===== src/rtl/latsnq_bank.sv =====
// Bank of independent registered data channels with per-channel set, level or edge
// capture, sticky change flags and a shared saturating capture counter.
module latsnq_bank #(
   parameter int WIDTH     = 8,
   parameter int CHANNELS  = 4,
   parameter int EDGE_MODE = 0,
   parameter int CNT_W     = 8
) (
   input  logic                      CLK,
   input  logic                      RST,
   input  logic [CHANNELS-1:0]       E,
   input  logic [CHANNELS*WIDTH-1:0] D,
   input  logic [CHANNELS-1:0]       SETN,
   input  logic [CHANNELS-1:0]       CHG_CLR,
   input  logic                      CNT_CLR,
   output logic [CHANNELS*WIDTH-1:0] Q,
   output logic [CHANNELS-1:0]       CHG,
   output logic [CNT_W-1:0]          CAP_CNT
);

   logic [CHANNELS*WIDTH-1:0] q_p0;
   logic [CHANNELS-1:0]       chg_p0;
   logic [CHANNELS-1:0]       e_p0;
   logic [CNT_W-1:0]          cnt_p0;

   logic [CHANNELS*WIDTH-1:0] q_nxt;
   logic [CHANNELS-1:0]       chg_nxt;
   logic [CHANNELS-1:0]       cap;
   logic                      any_cap;

   function automatic logic [CNT_W-1:0] sat_inc(input logic [CNT_W-1:0] v);
      return (&v) ? v : v + 1'b1;
   endfunction

   // A forced set takes priority, so a rising edge that coincides with SETN low
   // is consumed: e_p0 still records E and no later capture happens for it.
   always_comb begin
      if (EDGE_MODE != 0)
         cap = E & SETN & ~e_p0;
      else
         cap = E & SETN;
      any_cap = |cap;
      q_nxt   = q_p0;
      chg_nxt = chg_p0;
      for (int k = 0; k < CHANNELS; k++) begin
         if (!SETN[k])
            q_nxt[k*WIDTH +: WIDTH] = '1;
         else if (cap[k])
            q_nxt[k*WIDTH +: WIDTH] = D[k*WIDTH +: WIDTH];
         if (CHG_CLR[k])
            chg_nxt[k] = 1'b0;
         if (q_nxt[k*WIDTH +: WIDTH] != q_p0[k*WIDTH +: WIDTH])
            chg_nxt[k] = 1'b1;
      end
   end

   // Stage p0: single register stage feeding every output
   always_ff @(posedge CLK) begin
      if (RST) begin
         q_p0   <= '0;
         chg_p0 <= '0;
         e_p0   <= '0;
         cnt_p0 <= '0;
      end else begin
         q_p0   <= q_nxt;
         chg_p0 <= chg_nxt;
         e_p0   <= E;
         if (CNT_CLR)
            cnt_p0 <= '0;
         else if (any_cap)
            cnt_p0 <= sat_inc(cnt_p0);
      end
   end

   assign Q       = q_p0;
   assign CHG     = chg_p0;
   assign CAP_CNT = cnt_p0;

endmodule


===== config.mk =====
export PLATFORM = sky130hd
export DESIGN_NAME = latsnq_bank
export DESIGN_NICKNAME = d
export VERILOG_FILES = /design/src/rtl/latsnq_bank.sv
export SDC_FILE = /design/constraint.sdc
export NUM_CORES = 1
export LEC_CHECK = 0
export CAP_MARGIN = 20
export CORE_MARGIN = 5
export CORE_UTILIZATION = 55
export CTS_CLUSTER_DIAMETER = 80
export DETAILED_ROUTE_END_ITERATION = 16
export DONT_BUFFER_PORTS = 1
export GPL_TIMING_DRIVEN = 0
export PLACE_DENSITY = 0.67
export SETUP_SLACK_MARGIN = 0.4
export SYNTH_ARGS = -nofsm -noshare
export SYNTH_HDL_FRONTEND = slang
export SYNTH_SLANG_ARGS = --single-unit

===== constraint.sdc =====
create_clock -name CLK -period 1.5 [get_ports CLK]
set_input_delay 0.15 -clock CLK [delete_from_list [all_inputs] [get_ports CLK]]
set_output_delay 0.15 -clock CLK [all_outputs]
set_load 0.005 [all_outputs]

---- After elaboration in Yosys (flattened, before gate mapping) ----
Index checks and enable logic that the tools add are counted.
word-level totals
  latch bits .............................. 0
  output and inout port bits .............. 44
  memories kept ........................... 0
  memory bits (writable) .................. 0
  bits in read-only memories .............. 0
  register bits after elaboration ......... 44
  word-level logic and storage cells ...... 37
operators by class
  equal/unequal tests ..................... 4
  reductions and logical operators ........ 8
  shift-type cells ........................ 0
  $add $sub $neg .......................... 1
  muxes and demuxes ....................... 16
  divide/modulo/power cells ............... 0
  bitwise gates (word level) .............. 2
  $mul .................................... 0
  order comparisons ....................... 0
operators by type and width
  cell                   number
  $mux W8                8
  $ne A8 B8 Y1           4
  $add A8 B1 Y8 const B  1
  $mux W1                8
  $reduce_and A8 Y1      1
  $reduce_bool A2 Y1     4
  $and A4 B4 Y4          1
  $reduce_or A4 Y1       1
  $reduce_and A2 Y1      1
  $reduce_or A2 Y1       1
  $not A1 Y1             1

---- Longest topological paths before layout ----
  depth in word-level cells ............... 5
  depth in mapped cells ................... 6
  gate-level depth less buffers ........... 5

---- Worst setup path before layout ----
OpenSTA, ideal clock, no wires.
  path type ............................... register to register
  from .................................... reg cnt_p0[3], in the netlist CAP_CNT[3]
  to ...................................... reg cnt_p0[7], in the netlist CAP_CNT[7]
  required time ........................... 1.430 ns
  arrival ................................. 1.273 ns
  stages on the path, launching flop included .. 5
  library setup time ...................... 0.070 ns
  setup slack ............................. 0.157 ns
  buffers on the path ..................... 0
  clock period less this slack ............ 1.343 ns
  cell sequence ........................... dfxtp_1 > and3_4 > nand2_1 > or4_1 > a21oi_1
between the ends
  longest elaborated chain between the ends .. 3
RTL lines
  element                                                                RTL line  text
  start: declaration                                                     24        logic [CNT_W-1:0] cnt_p0;
  start signal: assignment                                               71        cnt_p0 <= sat_inc(cnt_p0);
  parallel branches: the longest is 3 deep, another holds $add A8 B1 Y8  --
Several ways; the timed one is not identified.
A chain may end at the register's enable or synchronous reset.

---- Worst setup path in the final report ----
  from .................................... reg cnt_p0[5], in the netlist CAP_CNT[5]
  to ...................................... reg cnt_p0[5], in the netlist CAP_CNT[5]
The elaborated chain is that of the path after synthesis.

==> out/qor.txt <==
Status: finished clean
Fmax achieved: 0.736 GHz
Worst Setup End Kind: flip-flop
Vias per Instance: 6.08
Placed Area: 2370 sq um
Routed WL: 5620 um
CP Cell Sequence: and3_4 -> and3_4 -> a2111oi_4 -> xnor2_1 -> nor2_1
Mapped cell area: 2280 sq um
Setup TNS: 0 ps
Max-Cap Viols: 0
Global route overflow: 0
Internal: 1.77 mW
DR vias: 1988
Synth area leader: dfxtp_1
CTS H-tree depth: 2
First-pass GRT wire length: 8910 um
Leakage: 1.04 nW
Diodes inserted: 0
Yosys warning count: 0
CP max stage delay: 360 ps
Flop pwr share: 55.2%
Sequential area share after synthesis: 38.7%
Post-CTS Setup Repair Bufs: 0
Arrival @ worst endpoint: 1530 ps
1st-pass router iterations: 4
Clk slew on worst S/H paths: 80 ps
Mapped Cells: 269
Vias in the first global route: 1889
Asr flop ratio synth: 0%
Area contributors post-synth: dfxtp_1 39%, mux2i_1 13%, a21oi_1 8.4%
Sw frac: 27.5%
Crit start category: flip-flop
Hold path depth: 2
CP dominant cell by count: and3_4
Reg2reg start: CAP_CNT[5]
Clk network pwr share: 31.3%
R2R Path End: CAP_CNT[5]
Tcrit/Tclk final: 90.6%
Most frequent cell after synthesis: dfxtp_1
Initial Util: 56.9%
WL per Instance: 17.2 um
CTS tree: built
DR iter-0 viols: 104
Initial antenna violation count: 0
Critical path fanouts, max: 4
Fin. max-slew vios: 0
P_sw: 0.673 mW
Final nets: 324
DRC viols: 0
Clk root buf: clkbuf_8
GPL Wtd Cong: 0.824
Number of cells on the worst reg-to-reg path: 5
Slew @ Worst Pin: 495 ps
Largest net degree at the start of global routing: 13
I/O Buffers: 0
Unrepaired setup endpoints after global routing: yes
Worst min path class: input pin to flip-flop
FF-to-FF setup slack: 140 ps
Clk_lat worst skew: 290 ps
Area growth, synth to finish: 11.1%
WS Path Type: flip-flop to flip-flop
Ports: 91
Num CTS Buffers: 5
FP Rows: 23
Share of the synthesized area in the top cell type: 38.7%
Number of flops mapped to enable cells by yosys: 0
Die Y: 74.3 um
GRT Util Overall: 20.4%
Hold Fails Final Rpt: 0
Crit path from: CAP_CNT[5]
Final setup viols: 0
VDD IR max: 0.669 mV
Die Width: 74.3 um
Post-route ant nets: 0
Clock Skews: 7.44 ps
Post-synthesis register bit count: 44
Die ar.: 5520 sq um
Worst-path cell with the longest stage delay: dfxtp_4
Clk sink count: 44
Required @ worst endpoint: 1670 ps
Power density over the cells: 968 nW/um^2
Max-slew headroom: 67.0%
Clock Path Buffers: 2
Synth cell types: 41
Core Footprint: 4000 sq um
Hold Startpoint: E[3]
Top FF cell, synth: dfxtp_1
Minimum clock period: 1360 ps
Avg Inst Size Synth: 8.46 sq um
Detailed Place HPWL: 4250 um
Post-synth top cells: 44 x dfxtp_1, 38 x a21oi_1, 36 x inv_1
Syn nets: 317
Combinational fraction of design power: 13.5%
Fin area: 2530 sq um
Share of cells above drive strength 1: 17.3%
Hold EP: Q[31]
==> placed cells by master (no fill, tap or decap), types with 3 or more instances in the layout <==
cell and n:
inv_2 3, xnor2_1 3, dfxtp_2 17, nand4_1 9, o21ai_0 3, nand2b_1 3, mux2i_1 30, dfxtp_4 7
xor2_1 5, nor2_1 12, dfxtp_1 20, clkbuf_8 6, a31oi_1 3, o22ai_1 16, a22oi_1 10, nand2_1 11
buf_2 4, clkbuf_1 8, a21oi_1 37, nand3_1 3, buf_1 3, inv_1 34
==> final cells by class <==
class / instances / area (sq um)
Fill cell: 375 / 1470
Multi-Input combinational cell: 175 / 1250
Sequential cell: 44 / 928
Inverter: 37 / 139
Clock buffer: 8 / 90.1
Tap cell: 50 / 62.6
Buffer: 13 / 53.8
==> layer usage <==
| metal | vias to the layer above | global-route usage, % | routed length, um |
|---|---|---|---|
| li1 | 994 | - | - |
| met1 | 913 | 25.2 | 2340 |
| met2 | 75 | 32.3 | 2560 |
| met3 | 6 | 10.1 | 672 |
| met4 | 0 | 4.74 | 42 |
| met5 | - | 0 | 0 |
==> flip-flops by register name (all words and copies together), names as in the netlist <==
register and count:
Q 32, CAP_CNT 8, CHG 4
==> stage by stage <==
stage	hold WS [ps]	worst slack [ps]	total power [mW]	util (%)	instances
finish	34.3	141	2.45	63.2	327
detailed placement	345	149	1.70	59.1	319
global route	40.9	73.0	2.58	63.2	327
global placement	338	169	1.69	59.1	319
floorplan	326	225	1.62	-	269
CTS	28.4	151	2.47	62.1	327
==> worst max-delay path: cells and delay by family, from the launching register on <==
| family | cells | cell delay [ps] |
|---|---|---|
| xor+xnor | 1 | 150 |
| compound gates | 1 | 300 |
| simple gates | 3 | 430 |
| flops | 1 | 360 |
==> worst max path at each step <==
| stage | to | slack [ps] |
|---|---|---|
| after CTS | CAP_CNT[7] | 150 |
| after global placement | CAP_CNT[7] | 170 |
| after floorplan | CAP_CNT[5] | 230 |
| after detailed placement | CAP_CNT[1] | 150 |
| final | CAP_CNT[5] | 140 |
| after global routing | CAP_CNT[5] | 70 |
==> kinds of logic (layout without fill, tap and decap cells) <==
family | after synthesis | count (layout) | synth area share (%)
AOI/OAI and AO/OA | 88 | 88 | 25.0
buffers and inverters | 50 | 58 | 8.47
and+or+nand+nor | 48 | 48 | 11.0
DFF | 44 | 44 | 38.7
muxes | 30 | 30 | 13.2
xor gates and xnor gates | 8 | 8 | 3.08
adders and majority gates | 1 | 1 | 0.550
==> timing repair <==
item | CTS | global route
hold endpoints to repair | 0 | 0
hold buffers | 0 | 0
pin swaps | 3 | 9
cloned | 0 | 0
setup endpoints to repair | 12 | 12
resized for setup | 14 | 16
==> power groups by stage <==
stage	logic (mW)	clock network [mW]	registers [mW]
after global routing	0.374	0.838	1.37
after floorplan	0.270	0	1.35
after detailed placement	0.321	0	1.38
after global placement	0.316	0	1.38
final	0.331	0.765	1.35
after CTS	0.325	0.788	1.35
(Power assumes the default switching activity.)
